## src/rtl/uart_pkg.sv

```systemverilog
// uart_pkg: constants and types shared by the simulation UART character
// channel.
//   UART_DATA_BITS / UART_START_BIT / UART_STOP_BIT / UART_IDLE : 8N1 framing
//   tx_state_e    : transmit FSM state encoding
//   SIM_UART_ADDR : store address decoded by the data-memory model
package uart_pkg;

    localparam int          UART_DATA_BITS = 8;
    localparam logic        UART_START_BIT = 1'b0;
    localparam logic        UART_STOP_BIT  = 1'b1;
    localparam logic        UART_IDLE      = 1'b1;
    localparam logic [63:0] SIM_UART_ADDR  = 64'h1000_0000;

    typedef enum logic [1:0] {
        IDLE,
        START,
        DATA,
        STOP
    } tx_state_e;

endpackage

```

## src/rtl/uart_char_tx_char_fifo.sv

```systemverilog
// char_fifo: synchronous character FIFO with an explicit occupancy count.
//   clk, rst : clock, asynchronous active-high reset
//   push/din : write din at the edge (caller guarantees space or a same-edge pop)
//   pop      : retire the head at the edge (caller guarantees non-empty)
//   dout     : current head, combinational read
//   count    : entries held; empty : count == 0
// Pointers are log2(DEPTH) bits and wrap on their own, so full/empty are
// told apart by the separate count.
module char_fifo
    import uart_pkg::*;
#(
    parameter int DEPTH = 8,
    parameter int W     = UART_DATA_BITS
) (
    input  logic                       clk,
    input  logic                       rst,
    input  logic                       push,
    input  logic [W-1:0]               din,
    input  logic                       pop,
    output logic [W-1:0]               dout,
    output logic [$clog2(DEPTH+1)-1:0] count,
    output logic                       empty
);

    localparam int AW = $clog2(DEPTH);
    localparam int CW = $clog2(DEPTH+1);

    logic [W-1:0]  mem [DEPTH];
    logic [AW-1:0] wr_ptr;
    logic [AW-1:0] rd_ptr;

    assign dout  = mem[rd_ptr];
    assign empty = (count == '0);

    // Storage carries no reset; only pointers and count define validity.
    always_ff @(posedge clk) begin
        if (push) mem[wr_ptr] <= din;
    end

    always_ff @(posedge clk or posedge rst) begin
        if (rst) begin
            wr_ptr <= '0;
            rd_ptr <= '0;
            count  <= '0;
        end else begin
            if (push) wr_ptr <= wr_ptr + 1'b1;
            if (pop)  rd_ptr <= rd_ptr + 1'b1;
            case ({push, pop})
                2'b10:   count <= count + CW'(1);
                2'b01:   count <= count - CW'(1);
                default: count <= count;
            endcase
        end
    end

endmodule

```

## src/rtl/uart_char_tx.sv

```systemverilog
// uart_char_tx: buffers single-cycle character strobes from the UART store
// path and serialises each as an 8N1 frame (start, 8 data LSB first, stop).
//   clk, rst     : clock, asynchronous active-high reset
//   char_in      : character, valid when char_valid is high
//   char_valid   : one-cycle strobe, never stalled
//   overflow_clr : clears the sticky overflow flag (a same-cycle drop wins)
//   tx           : serial line, idle high, registered
//   busy         : high while a frame is on the line, registered
//   overflow     : sticky, a character was dropped on a full buffer
//   fifo_count   : characters waiting, excluding the one on the line
module uart_char_tx
    import uart_pkg::*;
#(
    parameter int CLK_DIV    = 16,
    parameter int FIFO_DEPTH = 8
) (
    input  logic                            clk,
    input  logic                            rst,
    input  logic [UART_DATA_BITS-1:0]       char_in,
    input  logic                            char_valid,
    input  logic                            overflow_clr,
    output logic                            tx,
    output logic                            busy,
    output logic                            overflow,
    output logic [$clog2(FIFO_DEPTH+1)-1:0] fifo_count
);

    localparam int BW = $clog2(CLK_DIV);
    localparam int CW = $clog2(FIFO_DEPTH+1);
    localparam int IW = $clog2(UART_DATA_BITS);

    tx_state_e                 state, state_d;
    logic [BW-1:0]             baud;
    logic [IW-1:0]             bit_idx;
    logic [UART_DATA_BITS-1:0] shift;
    logic [UART_DATA_BITS-1:0] head;
    logic                      empty;
    logic                      boundary;
    logic                      last_bit;
    logic                      pop;
    logic                      push;
    logic                      tx_d;
    logic                      busy_d;
    logic                      shift_en;

    // A bit period ends on the cycle the baud counter sits at zero.
    assign boundary = (state != IDLE) && (baud == '0);
    assign last_bit = (bit_idx == IW'(UART_DATA_BITS-1));

    // Pop from IDLE, or at the end of a stop bit to chain frames gap-free.
    assign pop  = !empty && ((state == IDLE) || ((state == STOP) && boundary));
    // A full buffer still accepts when the head leaves at the same edge.
    assign push = char_valid && ((fifo_count < CW'(FIFO_DEPTH)) || pop);

    char_fifo #(
        .DEPTH (FIFO_DEPTH),
        .W     (UART_DATA_BITS)
    ) u_fifo (
        .clk   (clk),
        .rst   (rst),
        .push  (push),
        .din   (char_in),
        .pop   (pop),
        .dout  (head),
        .count (fifo_count),
        .empty (empty)
    );

    // State register.
    always_ff @(posedge clk or posedge rst) begin
        if (rst) state <= IDLE;
        else     state <= state_d;
    end

    // Next-state logic.
    always_comb begin
        state_d = state;
        case (state)
            IDLE:    if (!empty)               state_d = START;
            START:   if (boundary)             state_d = DATA;
            DATA:    if (boundary && last_bit) state_d = STOP;
            STOP:    if (boundary)             state_d = empty ? IDLE : START;
            default:                           state_d = IDLE;
        endcase
    end

    // Output logic: next values for the registered line and busy flag.
    // The shift register is pre-shifted, so shift[0] is always the next bit.
    always_comb begin
        tx_d     = tx;
        busy_d   = busy;
        shift_en = 1'b0;
        case (state)
            IDLE: begin
                tx_d   = UART_IDLE;
                busy_d = 1'b0;
                if (!empty) begin
                    tx_d   = UART_START_BIT;
                    busy_d = 1'b1;
                end
            end
            START: begin
                if (boundary) begin
                    tx_d     = shift[0];
                    shift_en = 1'b1;
                end
            end
            DATA: begin
                if (boundary) begin
                    tx_d     = last_bit ? UART_STOP_BIT : shift[0];
                    shift_en = 1'b1;
                end
            end
            STOP: begin
                if (boundary) begin
                    if (!empty) begin
                        tx_d = UART_START_BIT;
                    end else begin
                        tx_d   = UART_IDLE;
                        busy_d = 1'b0;
                    end
                end
            end
            default: begin
                tx_d   = UART_IDLE;
                busy_d = 1'b0;
            end
        endcase
    end

    // Line, baud counter, bit index and shift register.
    always_ff @(posedge clk or posedge rst) begin
        if (rst) begin
            tx      <= UART_IDLE;
            busy    <= 1'b0;
            baud    <= '0;
            bit_idx <= '0;
            shift   <= '0;
        end else begin
            tx   <= tx_d;
            busy <= busy_d;
            if (pop) begin
                shift <= head;
                baud  <= BW'(CLK_DIV-1);
            end else if (state != IDLE) begin
                baud <= (baud == '0) ? BW'(CLK_DIV-1) : baud - BW'(1);
                if (shift_en) shift <= shift >> 1;
            end
            if ((state == START) && boundary)     bit_idx <= '0;
            else if ((state == DATA) && boundary) bit_idx <= bit_idx + IW'(1);
        end
    end

    // Sticky drop flag; a drop in the same cycle as a clear keeps it set.
    always_ff @(posedge clk or posedge rst) begin
        if (rst)                      overflow <= 1'b0;
        else if (char_valid && !push) overflow <= 1'b1;
        else if (overflow_clr)        overflow <= 1'b0;
    end

endmodule

```

## config.mk

```make
export PLATFORM = sky130hd
export DESIGN_NAME = uart_char_tx
export DESIGN_NICKNAME = d
export VERILOG_FILES = /design/src/rtl/uart_pkg.sv /design/src/rtl/uart_char_tx_char_fifo.sv /design/src/rtl/uart_char_tx.sv
export SDC_FILE = /design/constraint.sdc
export NUM_CORES = 1
export LEC_CHECK = 0
export CORE_UTILIZATION = 65
export CTS_CLUSTER_DIAMETER = 200
export DETAILED_ROUTE_END_ITERATION = 10
export PLACE_DENSITY = 0.85
export SYNTH_ARGS = -nofsm -noshare
export SYNTH_HDL_FRONTEND = slang
export SYNTH_HIERARCHICAL = 1
export SYNTH_SLANG_ARGS = --single-unit
```

## constraint.sdc

```tcl
create_clock -name clk -period 10 [get_ports clk]
set_input_delay 2 -clock clk [delete_from_list [all_inputs] [get_ports clk]]
set_output_delay 2 -clock clk [all_outputs]
set_load 0.01 [all_outputs]
```

## Word level (Yosys, flattened, before mapping)

Memories as Yosys holds them, arrays and structs flattened.
Index checks and enable logic that the tools add are counted.

- Bits in registers: 30
- Output and inout port bits: 7
- Word-level logic and storage cells: 88
- Memories kept: 1
- Input port bits: 12
- Memory bits (writable): 64

- Equality and inequality tests: 12
- Magnitude comparators: 1
- $add $sub $neg: 6
- Muxes and demuxes: 31
- Reduce and logical (&&, ||, !) cells: 27

Memories:

| memory | depth | bits a word | rd ports | clocked after Yosys merged registers in | wr ports | RTL line | source |
|---|---|---|---|---|---|---|---|
| u_fifo.mem | 8 | 8 | 1 | 0 | 1 | uart_char_tx_char_fifo.sv:28 | `logic [W-1:0] mem [DEPTH];` |

Operator list:

| cell | number |
|---|---|
| $mux 8 | 3 |
| $mux 1 | 15 |
| $reduce_bool 2->1 | 7 |
| $mux 4 | 3 |
| $ne 2x2->1 const B | 6 |
| $add 3x1->3 const B | 3 |
| $logic_and 1x1->1 | 8 |
| $logic_not 4->1 | 2 |
| $mux 2 | 4 |
| $pmux 2 s4 | 1 |
| $pmux 4 s2 | 1 |
| $sub 4x1->4 const B | 2 |
| $eq 2x2->1 const B | 3 |
| $mux 3 | 2 |
| $reduce_and 3->1 | 2 |
| $add 4x1->4 const B | 1 |
| $eq 2x1->1 const B | 2 |
| $lt 4x4->1 const B | 1 |
| $pmux 1 s4 | 1 |
| $reduce_and 4->1 | 1 |
| $eq 3x3->1 const B | 1 |
| $logic_not 1->1 | 2 |
| $logic_not 2->1 | 1 |
| $logic_or 1x1->1 | 2 |
| other kinds (3) | 3 |

## Longest topological paths before layout

Gate-level depths: netlist of the first run.

- Word-level depth: 10
- Mapped depth: 14
- Depth with buffers taken out: 12

## Cells and area by module

Netlist of the first run, hierarchy kept.

By module, submodules not included:

| module | times used | area each (um2) | cells an instance |
|---|---|---|---|
| char_fifo | 1 | 3076.7 | 152 |
| uart_char_tx | 1 | 1219.9 | 124 |

## Worst setup path before layout of the first run

OpenSTA, ideal clock, no wires.

- Path kind: input -> register
- Start: input port char_valid
- End: register u_fifo.count[3]
- Slack: 6179 ps
- Arrival: 3731 ps
- Setup time: 90 ps
- Cell stages on the path: 7
- Data required time: 9910 ps
- Buffers on the path: 1
- Cell sequence: a21boi_1 -> inv_1 -> ha_1 -> buf_2 -> or4b_2 -> a21o_1 -> o221ai_1

- Longest elaborated chain between the ends: 3
- Elaborated cells on any way between the ends: 5

Ends and longest elaborated chain:

| element | RTL line | source |
|---|---|---|
| from (decl) | uart_char_tx.sv:20 | `input logic char_valid,` |
| $logic_and 1x1->1 (*) | uart_char_tx.sv:53 | `assign push = char_valid && ((fifo_count < CW'(FIFO_DEPTH)) \|\| pop);` |
| $eq 2x1->1 / $eq 2x2->1 (equally long branches) | uart_char_tx_char_fifo.sv:48 | `case ({push, pop})` |
| $pmux 4 s2 / $reduce_bool 2->1 (equally long branches) | n/a |  |
| to (signal assigned) | uart_char_tx_char_fifo.sv:49 | `2'b10: count <= count + CW'(1);` |
| to (signal assigned) | uart_char_tx_char_fifo.sv:50 | `2'b01: count <= count - CW'(1);` |
| to (signal assigned) | uart_char_tx_char_fifo.sv:51 | `default: count <= count;` |
| to (decl) | uart_char_tx_char_fifo.sv:21 | `output logic [$clog2(DEPTH+1)-1:0] count,` |

Every way passes the cells marked *; elsewhere a longest branch is shown, timed or not.
A chain may end at the register's enable or synchronous reset.

## Final worst setup path of the first run

- Start: input port char_valid
- End: memory u_fifo/mem[1][4] (netlist name), enable pin

- Longest elaborated chain between the ends: 3

Ends and longest elaborated chain:

| element | RTL line | source |
|---|---|---|
| $logic_and 1x1->1 | uart_char_tx.sv:53 |  |
| via push | uart_char_tx.sv:41 | `logic push;` |
| $mux 1 | uart_char_tx_char_fifo.sv:37 | `if (push) mem[wr_ptr] <= din;` |
| $mux 1 (not written as such) | uart_char_tx_char_fifo.sv:37 |  |
| to (decl) | uart_char_tx_char_fifo.sv:28 |  |

The timed path passes the listed nets, and every way through them passes these cells.

==> reports/metrics.yaml, run 1 <==
floorplan:
  initial_utilization: 0.677
  die_y_um: 83.3
  die_w_um: 83.3
  die-area_mm2: 0.00694
  fp.coreArea_mm2: 0.00635
  rows: 29
  num_io_pins: 19
run:
  maxCapViolations: 0
place:
  dp.final_hpwl_mm: 5.01
  dp_slack_ns: 5.40
  portBuffers: 18
  placed_area_mm2: 0.00450
  gp_congestion: 0.781
clock_network:
  root_buffer: "clkbuf_8"
  hold_buffers: 0
  htreeDepth: 3
  clk_transition_reported_paths_ns: 0.08
  clock-sinks: 94
  cts_tree: "yes"
  clkLatencyLatePin_ns: 0.36
  numCtsBuffers: 9
  post_cts_buffers: 0
  ctsResizeCount: 0
  cts_max_path_buffers: 2
route:
  drt-pass1-iter-count: 4
  drc_errors: 0
  route.final.wire_length_mm: 7.74
  drtAntennaViolNets: 0
  wl_per_cell_um: 20.6
  viasPerCell: 6.51
  drt_iter0_markers: 149
  num_vias: 2440
final_layout:
  antenna_cells: 0
  nets: 319
  fillerInstances: 380
  drive_above_1_share: 0.138
  post-route-util: 0.747
  regArea_mm2: 0.00267
  stdcell_area_mm2: 0.00474
  layout_commonest_cell: "edfxtp_1"
  final_cell_mix: "edfxtp_1 (64), dfrtp_1 (29), clkdlybuf4s50_1 (18)"
  multi_input_area_mm2: 0.00148
  area_delta_synth_final_pct: 10.4
synth:
  ys_types: 49
  synth_seq_cells: 94
  async_flop_share: 0.319
  yosysSeqAreaShare: 0.622
  synth_ff_type: "edfxtp_1"
  synth_area_mm2: 0.00430
  synth_area_per_cell_um2: 15.6
  synthTopCellsByArea: "edfxtp_1 (45%), dfrtp_1 (17%), mux4_1 (9.8%)"
  synth_top_area_frac: 0.447
  synth-edff-count: 64
  synth_cells: 276
  yosys_warnings: 6
  synth_top_area_cell: "edfxtp_1"
  synth_nets: 302
timing:
  timing.fmax_mhz: 235
  fin_crit_sh: 0.426
  final-setup-viol-count: 0
  tightest_slew_ns: 1.22
  fin_ws_ns: 5.74
  max-slew-margin-rel: 0.178
  finalClockSkew_ns: 0.00910
  hold_violations: 0
  rsz0062_at_grt: "false"
  totalNegativeSetupSlack_ns: 0
  slew_violations: 0
  finalCriticalPeriod_ns: 4.26
pwr:
  power.density_mw_per_mm2: 301
  switchingPower_mw: 0.493
  leakage_nw: 1.73
  total_power_mw: 1.43
  combPwrFrac: 0.359
  p_int_mw: 0.935
  irDropWorstVdd_v: 0.000192
  clockPowerShare: 0.208
  power.share.sequential: 0.433
  sw_frac_of_total: 0.345
setup_path:
  worst_setup_path_end_kind: "flip-flop"
  critPathMaxFanout: 8
  crit_chain: "clkdlybuf4s50_1 -> a21boi_1 -> nand2_1 -> nor3_1"
  startpoint_type: "input pin"
  cpLargestDelayFamily: "simple AND/OR/NAND/NOR gates"
  cp_slowest_cell: "nor3_1"
  critPathKind: "input pin to flip-flop"
  critPathLaunch: "char_valid"
  r2r-start: "baud[0]"
  critPathBufInv: 1
  cp.arrival_ns: 4.23
  crit_path_max_incr_delay_ns: 0.98
  required_ns: 9.97
global_route:
  grt_max_degree: 21
  grt_pass1_vias: 2505
  grt_pass1_wl_mm: 12.5
  grt_use_total: 0.243
  antenna_found_initial: 0
  grt_overflow: 0
worst_hold_path:
  worstHoldStart: "bit_idx[1]"
  hold_path_class: "flip-flop to flip-flop"
run_status:
  status: "completed"
==> final timing paths <==
check	endpoint	slack (ns)	cells after the start
worst max-delay path	u_fifo/mem[1][4]	5.74	4
worst min-delay path	bit_idx[1]	0.51	2
worst max register to register	u_fifo/mem[1][4]	6.25	7
worst min register to register	bit_idx[1]	0.51	2
min in group asynchronous	u_fifo/count[3]	1.95	2
max in group asynchronous	shift[5]	7.37	2
==> power groups by stage <==
stage          Sequential (mW)  Clock, mW  Combinational (mW)
4_1_cts                  0.618      0.302               0.513
3_5_place_dp             0.626          0               0.508
3_3_place_gp             0.617          0               0.484
5_1_grt                  0.633      0.315               0.566
6_report                 0.618      0.297               0.513
2_1_floorplan            0.576          0               0.425
==> synthesized netlist by cell type (all sizes together) (2+ instances only) <==
library cell  instances
nand3                 7
nand2                 7
o22ai                 2
o41ai                 2
a21o                  3
a2111oi               2
o31ai                 2
o221ai                2
xor2                  3
nor2                  8
a31oi                 9
xnor2                 4
mux2                 13
or4b                  2
clkbuf                4
mux4                 16
edfxtp               64
ha                   14
a211oi                7
o21ai                19
mux2i                 3
buf                   9
inv                  17
nor3                  4
a21oi                 4
nand3b                2
nor2b                 2
nand2b                4
dfrtp                29
==> per-layer routing <==
layer  share of wire  track usage  up-vias
li1                -            -     1117
met1            0.42        0.305     1226
met2            0.51        0.417       82
met3           0.047       0.0606       15
met4           0.019       0.0799        0
met5               0            0        -
==> flip-flops by register name, summed over array words and instances (netlist names) <==
| name | count |
|---|---|
| u_fifo/count | 4 |
| u_fifo/wr_ptr | 3 |
| state | 2 |
| bit_idx | 3 |
| busy | 1 |
| overflow | 1 |
| tx | 1 |
| u_fifo/rd_ptr | 3 |
| shift | 8 |
| u_fifo/mem | 64 |
| baud | 4 |
==> cell families (layout without fill, tap and decap cells) <==
kind of cell	Yosys count	count (layout)	synth area share
multiplexers	32	32	0.139
AO/OA/AOI/OAI	57	57	0.0917
buffers and inverters	30	52	0.0352
flip-flops	94	94	0.622
XOR/XNOR	7	7	0.0143
AND/OR/NAND/NOR	42	42	0.0568
adder cells (fa/ha/maj)	14	14	0.0408
==> through the flow <==
stage               hold WS, ns  cells
floorplan                 0.448    276
global placement          0.473    359
detailed placement        0.492    359
CTS                       0.508    375
global route              0.518    375
finish                    0.507    375
==> final cells by class <==
cell class / instances / share of cell area
multi-input cells: 152 / 0.312
flip-flops and latches: 94 / 0.564
clock inverters: 7 / 0.0251
repair buffers: 19 / 0.0396
clock buffers: 9 / 0.0261
inverters: 17 / 0.0135
well taps: 77 / 0.0203
==> worst register-to-register path: stages, from the launching register on <==
cell and delay [ns]:
dfrtp_1 0.41, inv_1 0.12, ha_1 0.21, nand4bb_1 0.39, a21o_1 0.47, a21boi_1 0.55
nand2_1 0.25, nor3_1 0.98
Power figures use the tool's default switching activity.
==> run 2: changes to the inputs <==
- CORE_UTILIZATION: 65 -> 54
- PLACE_DENSITY: 0.85 -> 0.75
- clock period: 10 -> 3.4 ns (I/O delays scaled with it)
==> run 2 against run 1 <==
Die area rose by 20%; largest cell class unchanged; critical endpoint is now u_fifo/count[3]; via count shrank 2.0%; first-iteration DRC count is 26% lower; routed wire length decreased by 3.8%; critical path depth is 6 higher; cell area rose by 2.1%; flip-flop and latch count stayed put.
==> reports/metrics.yaml, run 2 (synthesis results as in run 1) <==
run_status:
  status: "completed"
floorplan:
  die_w_um: 91.2
  initial_utilization: 0.556
  num_io_pins: 19
  die-area_mm2: 0.00832
  rows: 32
  fp.coreArea_mm2: 0.00773
  die_y_um: 91.2
global_route:
  grt_overflow: 0
  grt_pass1_vias: 2383
  grt_pass1_wl_mm: 12.1
  grt_use_total: 0.197
  antenna_found_initial: 0
  grt_max_degree: 21
worst_hold_path:
  hold_path_depth: 1
  whs_endpoint: "bit_idx[0]"
  worstHoldStart: "bit_idx[0]"
  hold_path_class: "flip-flop to flip-flop"
setup_path:
  rrSetupSlack_ns: 0.46
  critPathMaxFanout: 11
  cp.arrival_ns: 3.22
  crit_chain: "inv_1 -> ha_1 -> nand4bb_1 -> a21o_1 -> a21boi_1 -> inv_1 -> ha_1 -> or4b_2 -> a21o_1 -> o221ai_1"
  cpLargestDelayFamily: "simple AND/OR/NAND/NOR gates"
  crit_path_max_incr_delay_ns: 0.70
  startpoint_type: "flip-flop"
  r2r-start: "baud[0]"
  worst_setup_path_end_kind: "flip-flop"
  required_ns: 3.68
  reg2reg_depth: 10
  critPathBufInv: 2
  critPathKind: "flip-flop to flip-flop"
  cp_slowest_cell: "or4b_2"
  r2r_end: "u_fifo/count[3]"
final_layout:
  final_cell_mix: "edfxtp_1 (64), dfrtp_1 (29), clkdlybuf4s50_1 (18)"
  layout_commonest_cell: "edfxtp_1"
  regMostFlops: "u_fifo/mem"
  top_regs: "u_fifo/mem: 64 flops, shift: 8 flops"
  drive_above_1_share: 0.177
  largest_reg_flops: 64
  antenna_cells: 0
  area_delta_synth_final_pct: 12.6
  nets: 332
clock_network:
  clk_transition_reported_paths_ns: 0.10
  cts_tree: "yes"
  hold_buffers: 0
  clkLatencyLatePin_ns: 0.36
  cts_max_path_buffers: 2
  ctsResizeCount: 0
  numCtsBuffers: 9
  htreeDepth: 3
  root_buffer: "clkbuf_8"
  post_cts_buffers: 0
  clock-sinks: 94
route:
  drt_iter0_markers: 111
  viasPerCell: 5.79
  drt-pass1-iter-count: 4
  drtAntennaViolNets: 0
  num_vias: 2391
  wl_per_cell_um: 18.0
  drc_errors: 0
  route.final.wire_length_mm: 7.45
timing:
  final-setup-viol-count: 0
  totalNegativeSetupSlack_ns: 0
  fin_crit_sh: 0.865
  fin_ws_ns: 0.458
  slew_violations: 0
  finalClockSkew_ns: 0.00644
  tightest_slew_ns: 0.878
  rsz0062_at_grt: "false"
  hold_violations: 0
  max-slew-margin-rel: 0.415
  timing.fmax_mhz: 340
  finalCriticalPeriod_ns: 2.94
run:
  maxCapViolations: 0
pwr:
  total_power_mw: 4.13
  irDropWorstVdd_v: 0.000416
  power.density_mw_per_mm2: 853
  leakage_nw: 1.78
place:
  portBuffers: 18
  dp.final_hpwl_mm: 4.89
  gp_congestion: 0.817
  dp_slack_ns: 0.499
run 2: cell count changes in the layout (fill, tap and decap cells not counted):
cell,change
inv_8,+2
bufinv_16,-2
clkinvlp_4,-1
clkinv_1,-1
buf_4,+13
clkinv_4,+2
run 2: area by class of cell:
type,count,area (um2)
Fill cell,572,2890
Sequential cell,94,2670
Multi-Input combinational cell,152,1480
Timing Repair Buffer,32,285
Tap cell,102,128
Clock buffer,9,124
Clock inverter,7,87.6
Inverter,17,63.8
run 2: worst max path at each step:
| stage | startpoint | end | depth (start not counted) |
|---|---|---|---|
| after floorplan | state[0] | u_fifo/count[3] | 13 |
| after CTS | baud[0] | u_fifo/count[3] | 10 |
| after global routing | baud[0] | u_fifo/count[3] | 10 |
| after global placement | baud[0] | u_fifo/count[3] | 10 |
| after detailed placement | baud[0] | u_fifo/count[3] | 10 |
| final | baud[0] | u_fifo/count[3] | 10 |
run 2: routing by layer:
layer  global-route usage  vias to the layer above  part of all wire
met5                    0                        -                 0
li1                     -                     1151                 -
met4               0.0608                        0             0.013
met1                0.256                     1192              0.46
met3               0.0544                       12             0.035
met2                0.326                       36              0.50
run 2: through the flow:
stage	cells	cell area (um2)	util	hold WS, ns
2_1_floorplan	276	4300	-	0.448
5_1_grt	413	4840	0.626	0.509
3_3_place_gp	397	4630	0.599	0.468
6_report	413	4840	0.626	0.492
3_5_place_dp	397	4630	0.599	0.478
4_1_cts	413	4840	0.626	0.494
run 2: power by group:
part | internal (mW) | leakage [nW] | switching, mW
clock network | 0.358 | 0.108 | 0.419
registers | 1.51 | 0.928 | 0.296
logic | 0.787 | 0.747 | 0.758
total | 2.66 | 1.78 | 1.47
run 2: worst register-to-register path, delay by kind of cell, from the launching register on:
family | cells | cell delay, ns
buffers and inverters | 2 | 0.20
AO/OA/AOI/OAI | 4 | 0.82
AND/OR/NAND/NOR | 2 | 0.84
adder cells (fa/ha/maj) | 2 | 0.60
flip-flops | 1 | 0.40
